[src/rtl/ula_pkg.sv]
// Shared types and instruction field layout for the ALU instruction sequencer.
package ula_pkg;

    localparam int W      = 8;
    localparam int NREG   = 4;
    localparam int RA_W   = 2;
    localparam int INSTR_W = 16;

    // Instruction field positions; imm deliberately overlaps rb
    localparam int OP_MSB  = 15;
    localparam int OP_LSB  = 13;
    localparam int RD_MSB  = 12;
    localparam int RD_LSB  = 11;
    localparam int RA_MSB  = 10;
    localparam int RA_LSB  = 9;
    localparam int RB_MSB  = 8;
    localparam int RB_LSB  = 7;
    localparam int IMM_MSB = 7;
    localparam int IMM_LSB = 0;

    typedef enum logic [2:0] {
        OP_INC0 = 3'b000,
        OP_INC1 = 3'b001,
        OP_OUT  = 3'b010,
        OP_LDI  = 3'b011,
        OP_ADD  = 3'b100,
        OP_SUB  = 3'b101,
        OP_AND  = 3'b110,
        OP_OR   = 3'b111
    } op_t;

    typedef enum logic [1:0] {
        ST_IDLE = 2'd0,
        ST_EXEC = 2'd1,
        ST_OUT  = 2'd2
    } estado_t;

endpackage

[src/rtl/ula_banco_regs.sv]
// Register file: two combinational read ports, one synchronous write port,
// asynchronous clear.
module ula_banco_regs
    import ula_pkg::*;
#(
    parameter int DW = W,
    parameter int NR = NREG,
    parameter int AW = RA_W
) (
    input  logic          clk,
    input  logic          rst_n,
    input  logic [AW-1:0] ra_addr_i,
    input  logic [AW-1:0] rb_addr_i,
    output logic [DW-1:0] ra_data_o,
    output logic [DW-1:0] rb_data_o,
    input  logic          we_i,
    input  logic [AW-1:0] wa_i,
    input  logic [DW-1:0] wd_i
);

    logic [NR-1:0][DW-1:0] regs_q;

    for (genvar g = 0; g < NR; g++) begin : g_reg
        always_ff @(posedge clk or negedge rst_n) begin
            if (!rst_n)
                regs_q[g] <= '0;
            else if (we_i && (wa_i == AW'(g)))
                regs_q[g] <= wd_i;
        end
    end

    assign ra_data_o = regs_q[ra_addr_i];
    assign rb_data_o = regs_q[rb_addr_i];

endmodule

[src/rtl/ula_sequenciador.sv]
// Instruction sequencer feeding an external combinational 8-bit ALU; writes the
// ALU result back to a 4x8 register file, plus load-immediate and register-out ops.
module ula_sequenciador
    import ula_pkg::*;
(
    input  logic               clk,
    input  logic               rst_n,
    input  logic               instr_valid,
    output logic               instr_ready,
    input  logic [INSTR_W-1:0] instr_data,
    output logic [2:0]         ula_ctrl,
    output logic [W-1:0]       ula_src0,
    output logic [W-1:0]       ula_src1,
    input  logic [W-1:0]       ula_result,
    output logic               dout_valid,
    input  logic               dout_ready,
    output logic [W-1:0]       dout_data,
    output logic               zero,
    output logic               busy
);

    estado_t          state_q, state_d;
    op_t              op_q, op_d;
    logic [RA_W-1:0]  rd_q, rd_d;
    logic [W-1:0]     imm_q, imm_d;
    op_t              ctrl_q, ctrl_d;
    logic [W-1:0]     src0_q, src0_d;
    logic [W-1:0]     src1_q, src1_d;
    logic [W-1:0]     dout_q, dout_d;
    logic             zero_q, zero_d;

    op_t              op_in;
    logic [RA_W-1:0]  ra_in, rb_in;
    logic [W-1:0]     ra_data, rb_data;
    logic             we;
    logic [W-1:0]     wd;

    assign op_in = op_t'(instr_data[OP_MSB:OP_LSB]);
    assign ra_in = instr_data[RA_MSB:RA_LSB];
    assign rb_in = instr_data[RB_MSB:RB_LSB];

    ula_banco_regs #(.DW(W), .NR(NREG), .AW(RA_W)) u_banco (
        .clk       (clk),
        .rst_n     (rst_n),
        .ra_addr_i (ra_in),
        .rb_addr_i (rb_in),
        .ra_data_o (ra_data),
        .rb_data_o (rb_data),
        .we_i      (we),
        .wa_i      (rd_q),
        .wd_i      (wd)
    );

    // LDI bypasses the ALU; everything else takes the ALU's answer
    assign wd = (op_q == OP_LDI) ? imm_q : ula_result;

    always_comb begin
        state_d = state_q;
        op_d    = op_q;
        rd_d    = rd_q;
        imm_d   = imm_q;
        ctrl_d  = ctrl_q;
        src0_d  = src0_q;
        src1_d  = src1_q;
        dout_d  = dout_q;
        zero_d  = zero_q;
        we      = 1'b0;
        case (state_q)
            ST_IDLE: begin
                if (instr_valid) begin
                    op_d  = op_in;
                    rd_d  = instr_data[RD_MSB:RD_LSB];
                    imm_d = instr_data[IMM_MSB:IMM_LSB];
                    case (op_in)
                        OP_OUT: begin
                            dout_d  = ra_data;
                            state_d = ST_OUT;
                        end
                        OP_LDI: state_d = ST_EXEC;
                        default: begin
                            ctrl_d  = op_in;
                            src0_d  = ra_data;
                            src1_d  = rb_data;
                            state_d = ST_EXEC;
                        end
                    endcase
                end
            end
            ST_EXEC: begin
                we = 1'b1;
                if (op_q != OP_LDI)
                    zero_d = (ula_result == '0);
                state_d = ST_IDLE;
            end
            ST_OUT: begin
                if (dout_ready)
                    state_d = ST_IDLE;
            end
            default: state_d = ST_IDLE;
        endcase
    end

    always_ff @(posedge clk or negedge rst_n) begin
        if (!rst_n) begin
            state_q <= ST_IDLE;
            op_q    <= OP_INC0;
            rd_q    <= '0;
            imm_q   <= '0;
            ctrl_q  <= OP_INC0;
            src0_q  <= '0;
            src1_q  <= '0;
            dout_q  <= '0;
            zero_q  <= 1'b0;
        end else begin
            state_q <= state_d;
            op_q    <= op_d;
            rd_q    <= rd_d;
            imm_q   <= imm_d;
            ctrl_q  <= ctrl_d;
            src0_q  <= src0_d;
            src1_q  <= src1_d;
            dout_q  <= dout_d;
            zero_q  <= zero_d;
        end
    end

    assign instr_ready = (state_q == ST_IDLE);
    assign busy        = (state_q != ST_IDLE);
    assign dout_valid  = (state_q == ST_OUT);
    assign dout_data   = dout_q;
    assign ula_ctrl    = ctrl_q;
    assign ula_src0    = src0_q;
    assign ula_src1    = src1_q;
    assign zero        = zero_q;

endmodule
[config.mk]
export PLATFORM = sky130hd
export DESIGN_NAME = ula_sequenciador
export DESIGN_NICKNAME = d
export VERILOG_FILES = /design/src/rtl/ula_pkg.sv /design/src/rtl/ula_banco_regs.sv /design/src/rtl/ula_sequenciador.sv
export SDC_FILE = /design/constraint.sdc
export NUM_CORES = 1
export LEC_CHECK = 0
export ABC_AREA = 1
export BUFFER_PORTS_ARGS = -buffer_cell sky130_fd_sc_hd__buf_4
export CORE_ASPECT_RATIO = 0.6
export CORE_MARGIN = 10
export CORE_UTILIZATION = 61
export DETAILED_ROUTE_END_ITERATION = 12
export GPL_TIMING_DRIVEN = 1
export MAX_ROUTING_LAYER = met4
export PLACE_DENSITY_LB_ADDON = 0.2
export SETUP_SLACK_MARGIN = 0.2
export SLEW_MARGIN = 10
export SYNTH_ARGS = -nofsm -noshare
export SYNTH_HDL_FRONTEND = slang
export SYNTH_SLANG_ARGS = --single-unit
export TNS_END_PERCENT = 100
[constraint.sdc]
create_clock -name clk -period 2.4 [get_ports clk]
set_clock_uncertainty 0.2 [all_clocks]
set_input_delay 0.24 -clock clk [delete_from_list [all_inputs] [get_ports clk]]
set_output_delay 0.24 -clock clk [all_outputs]
set_load 0.1 [all_outputs]
==> metrics, run 1 <==
crit path from=state_q[0]$_DFFE_PN0P_; Data arrival, critical path=1880 ps; detailed placer's ending HPWL=7.72 mm; drt total wl=10.9 mm; clk sinks=75; Nets=570; cts repair resizes=0; crit-path cells=nor2_4 -> nand2_4 -> inv_2 -> nand2_2 -> nand2_1 -> nand2_1; VDD IR max=739 uV; total grt overflow=0; WP data required=2430 ps; Clk Latency, worst-skew pair=360 ps; Antenna Violating Nets Remaining=0; outcome=finished, final reports clean; Worst setup EP type=flip-flop; largest net degree at the start of global routing=36; RSZ-0062 raised after global routing=false; Initial Util=0.640; H-tree depth=3; initial DRC count=542; Layout area overhead=22.1%; Post-Layout Cell Count=627; library cells used by synthesis=21; Core Region=5680 um2; headroom to the max-slew limit=0.649; number of port buffers=58; # setup viols final=0; fin. max-slew vios=0; sequential share of the synthesized area=0.517; final worst path period need=1850 ps; Num CTS Buffers=9; mapped cell area=3630 um2; period utilization=0.769; post-CTS setup buffer count=0; clock-pin transition on the worst setup and hold timing paths=80 ps; PnR worst setup slack=554 ps; DR vias/cell=5.70; WS Path Type=reg2reg; Critical Path Fanout Max=22; total die area=9540 um2; YS warnings=0; max incr delay on CP=480 ps; number of global-route vias before repair=3531; mean post-synth cell area=7.77 um2; Yosys reg bits=75; Max clock buf depth=2; Placer Congestion=0.999; Hold Slack=40.2 ps; Max Cap Viol=0; n_diodes=0; FP Rows=21; Fmax=542 MHz; Worst Min Path Start=ula_result[5]; Syn Inst Count=467; most frequent CP cell=nand2_1; Top-Level Pins=59; CTS root buf=clkbuf_8; hold_buf cts=15; P per Cell Area=1240 nW/um2; WL/cell=17.4 um; placed cells=596; Startpoint Class=flip-flop; pre-CTS setup slack=636 ps; Slew @ Worst Pin=526 ps; CTS tree=done; total power=5480 uW; reg2reg start=state_q[0]$_DFFE_PN0P_; Leak=0.00241 uW; Tot GR Track Use=0.247; Die Y=79.8 um; Hold Path Class=in2reg; Slowest cell on crit path=dfrtp_1; detailed-route via count=3572; antenna violations before repair=0; first-pass GRT wire length=18.1 mm; setup_tns=0 ps; syn_nets=495; die width=120 um; DRC violations left=0; Initial DRT Pass Iterations=6; Final Hold Fails=0; share of cells above drive strength 1=0.170
[per-stage QoR]
step / cell area (um2) / util
final: 4430 / 0.781
after global placement: 4120 / 0.726
after floorplan: 3630 / -
after global routing: 4430 / 0.781
after CTS: 4430 / 0.781
after detailed placement: 4120 / 0.726
[critical path, delay by kind of cell, from the launching register on]
kind                   cells  cell delay (ps)
and+or+nand+nor            5              730
DFF                        1              480
buffers and inverters      1              310
[worst paths after layout]
check | slack, ps | cells after the start | to
min reg2reg | 280 | 2 | ula_src0[1]$_DFFE_PN0P_
max in group asynchronous | 1210 | 3 | u_banco.regs_q[6]$_DFFE_PN0P_
min | 40 | 6 | zero$_DFFE_PN0P_
min in group asynchronous | 160 | 2 | ula_ctrl[0]$_DFFE_PN0P_
max | 550 | 6 | dout_data[6]$_DFFE_PN0P_
max reg2reg | 550 | 6 | dout_data[6]$_DFFE_PN0P_
[layout make-up]
type                       count  area [um2]
sequential                    75        1880
multi-input combinational    345        1540
fill                         429        1240
timing repair buffer          76         608
inverter                      35         141
clock buffer                  12         135
tap                           80         100
clock inverter                 4        27.5
[report_power, final]
group | switching [uW] | total (uW) | internal (uW)
Sequential | 404 | 2140 | 1730
Clock | 462 | 839 | 377
Combinational | 1910 | 2510 | 598
[per-layer routing]
metal / vias to the layer above / global-route usage / part of all wire
met5: - / - / 0
met3: 28 / 0.0847 / 0.13
met1: 1661 / 0.312 / 0.41
met4: 0 / 0.0899 / 0.019
li1: 1638 / - / -
met2: 245 / 0.363 / 0.44
[sequential cells by signal (all words and copies together) (netlist names)]
signal,flops
imm_q,8
zero,1
dout_data,8
ula_src1,8
state_q,2
op_q,3
ula_src0,8
ula_ctrl,3
rd_q,2
u_banco.regs_q,32
[cells by family (layout without fill, tap and decap cells)]
family,count (synthesis),in the layout,synth area share
AND/OR/NAND/NOR,329,329,0.402
flip-flops,75,75,0.517
buffers and inverters,47,127,0.0579
AO/OA/AOI/OAI,16,16,0.0228
[cells in the final DEF, fill, tap and decap left out]
master / synthesis / routed
clkinv_1: 2 / 2
nand2_2: 1 / 1
clkbuf_1: 3 / 3
dlygate4sd3_1: 0 / 15
inv_1: 26 / 26
nor2_8: 4 / 4
a21oi_1: 1 / 1
nand2_4: 2 / 2
nor2_1: 10 / 10
nand3_2: 2 / 2
inv_2: 3 / 3
o21ai_1: 10 / 10
o21ai_0: 4 / 4
buf_4: 5 / 61
nor2_4: 2 / 2
clkinv_4: 0 / 2
inv_4: 4 / 4
nand3_1: 90 / 90
nor2_2: 1 / 1
dfrtp_1: 75 / 75
nand2_1: 217 / 217
clkinv_2: 0 / 2
clkbuf_8: 0 / 9
o31ai_1: 1 / 1
[synthesized netlist by cell type, drive strengths merged]
| cell | n | area [um2] |
|---|---|---|
| o21ai | 14 | 70.1 |
| nand2 | 220 | 843 |
| buf | 9 | 57.6 |
| a21oi | 1 | 5.00 |
| nor2 | 17 | 146 |
| clkinv | 2 | 7.51 |
| clkbuf | 3 | 11.3 |
| o31ai | 1 | 7.51 |
| inv | 33 | 134 |
| dfrtp | 75 | 1880 |
| nand3 | 92 | 470 |
(Power assumes the default switching activity.)
==> inputs of run 2 (changes only) <==
--- a/config.mk
+++ b/config.mk
@@ -9,7 +9,7 @@
 export BUFFER_PORTS_ARGS = -buffer_cell sky130_fd_sc_hd__buf_4
 export CORE_ASPECT_RATIO = 0.6
 export CORE_MARGIN = 10
-export CORE_UTILIZATION = 61
+export CORE_UTILIZATION = 56
 export DETAILED_ROUTE_END_ITERATION = 12
 export GPL_TIMING_DRIVEN = 1
 export MAX_ROUTING_LAYER = met4
==> constraint.sdc (replaced) <==
create_clock -name clk -period 1.7 [get_ports clk]
set_clock_uncertainty 0.2 [all_clocks]
set_input_delay 0.17 -clock clk [delete_from_list [all_inputs] [get_ports clk]]
set_output_delay 0.17 -clock clk [all_outputs]
set_load 0.1 [all_outputs]
==> run 2 against run 1 <==
Compared with the run above:
- wire length is 4.7% higher
- flip-flop and latch count did not move
- register-to-register slack worse by 410 ps
- utilization is 1.0 points higher
- global-route usage decreased by 1.4 points
- non-clock buffer count up 20
- critical path depth down 4
- die area rose by 7.0%
- hold slack lost 15 ps
- largest power group unchanged
- highest routed layer unchanged
==> metrics, run 2 (synthesized netlist as in run 1, its figures left out) <==
total power=8360 uW (+53%); Core Region=6190 um2 (+9.1%); commonest cells after routing, fill and taps aside=nand2_1, nand3_1, dfrtp_1; Post-Layout Cell Count=655 (+4.5%); pre-CTS setup slack=120 ps (-516 ps); total grt overflow=0 (unchanged); VDD IR max=1310 uV (+77%); Tot GR Track Use=0.233 (-0.0140); Max Cap Viol=0 (unchanged); Slew @ Worst Pin=532 ps (+6.16 ps); first-pass GRT wire length=18.0 mm (-0.95%); detailed placer's ending HPWL=7.83 mm (+1.5%); outcome=finished, final reports clean; most common cell after layout, fill and taps aside=nand2_1; Num CTS Buffers=9 (unchanged); period utilization=0.932; DR vias/cell=5.62 (-1.4%); fin. max-slew vios=0 (unchanged); die width=124 um (+3.6%); WL/cell=17.5 um (+0.23%); # setup viols final=0 (unchanged); Fmax=631 MHz; Max clock buf depth=2 (unchanged); WP data required=1330 ps (-1100 ps); largest net degree at the start of global routing=42 (+17%); drt total wl=11.4 mm (+4.7%); Critical Path Fanout Max=5 (-77%); Initial DRT Pass Iterations=5 (-1); clk sinks=75 (unchanged); Top-Level Pins=59 (unchanged); Leak=0.00259 uW (+7.2%); Worst setup EP type=output port; Antenna Violating Nets Remaining=0 (unchanged); max reg flops=32 (unchanged); flop2flop setup slack=140 ps (-410 ps); WS Path Type=reg2out; Final Hold Fails=0 (unchanged); Hold Slack=25.7 ps (-14.6 ps); Clk Latency, worst-skew pair=350 ps (about the same); share of cells above drive strength 1=0.217 (+0.0471); Data arrival, critical path=1220 ps (-660 ps); DRC violations left=0 (unchanged); antenna violations before repair=0 (unchanged); P per Cell Area=1710 nW/um2 (+38%); detailed-route via count=3679 (+3.0%); Die Y=82.4 um (+3.3%); n_diodes=0 (unchanged); Largest Register=u_banco.regs_q; headroom to the max-slew limit=0.645 (-0.00411); number of port buffers=58 (unchanged); RSZ-0062 raised after global routing=true; total die area=10200 um2 (+7.0%); H-tree depth=3 (unchanged); Hold Path Class=in2async; CTS tree=done; Placer Congestion=0.924 (-7.5%); initial DRC count=438 (-19%); FP Rows=22 (+4.8%); clock-pin transition on the worst setup and hold timing paths=80 ps (about the same); PnR worst setup slack=115 ps (-439 ps); final worst path period need=1590 ps; Nets=595 (+4.4%); CTS root buf=clkbuf_8; Layout area overhead=35.0%; Initial Util=0.586 (-0.0535); number of global-route vias before repair=3510 (-0.59%); Startpoint Class=flip-flop; placed cells=602 (+1.0%)
==> run 2: final cells by class <==
class	instances	area, um2
repair buffers	96	853
well taps	84	105
multi-input cells	350	1680
fillers	434	1290
flip-flops and latches	75	1880
clock buffers	11	151
clock inverters	4	73.8
inverters	35	160
==> run 2: per-stage QoR <==
step	setup TNS, ps	cell area [um2]	util
3_5_place_dp	0	4180	0.675
2_1_floorplan	-3530	3670	-
4_1_cts	0	4760	0.769
3_3_place_gp	0	4180	0.675
6_report	0	4900	0.791
5_1_grt	0	4900	0.791
==> run 2: power breakdown <==
| part | internal, uW | leakage (uW) | switching [uW] | total, uW |
|---|---|---|---|---|
| registers | 2450 | 0.000923 | 655 | 3100 |
| clock network | 899 | 0.000115 | 638 | 1540 |
| logic | 940 | 0.00155 | 2780 | 3720 |
| total | 4280 | 0.00259 | 4080 | 8360 |
==> run 2: critical path: stages (launching register included) <==
cell and delay [ps]:
dfrtp_2 480, nor2_4 180, buf_12 200
==> run 2: worst paths after layout <==
path	end	start	depth (start not counted)
setup / recovery	instr_ready	state_q[0]$_DFFE_PN0P_	2
hold / removal	rd_q[0]$_DFFE_PN0P_	rst_n	2
setup reg to reg	ula_src1[6]$_DFFE_PN0P_	state_q[1]$_DFFE_PN0P_	7
hold reg to reg	ula_ctrl[2]$_DFFE_PN0P_	ula_ctrl[2]$_DFFE_PN0P_	2
max in group asynchronous	dout_data[6]$_DFFE_PN0P_	rst_n	3
min in group clk	state_q[0]$_DFFE_PN0P_	instr_data[14]	4
==> run 2: what timing repair did <==
action | 4_1_cts | 5_1_grt
gates cloned | 4 | 1
pin swaps | 8 | 11
buffers inserted | 3 | 7
setup endpoints to repair | 34 | 65
hold buffers | 23 | 0
gates resized for setup | 14 | 11
endpoints found under the hold margin | 93 | 0
==> run 2: per-layer routing <==
| metal | GRT usage | part of all wire | vias to the layer above |
|---|---|---|---|
| met2 | 0.345 | 0.44 | 234 |
| met1 | 0.312 | 0.43 | 1733 |
| li1 | - | - | 1691 |
| met5 | - | 0 | - |
| met3 | 0.0698 | 0.12 | 21 |
| met4 | 0.0515 | 0.013 | 0 |
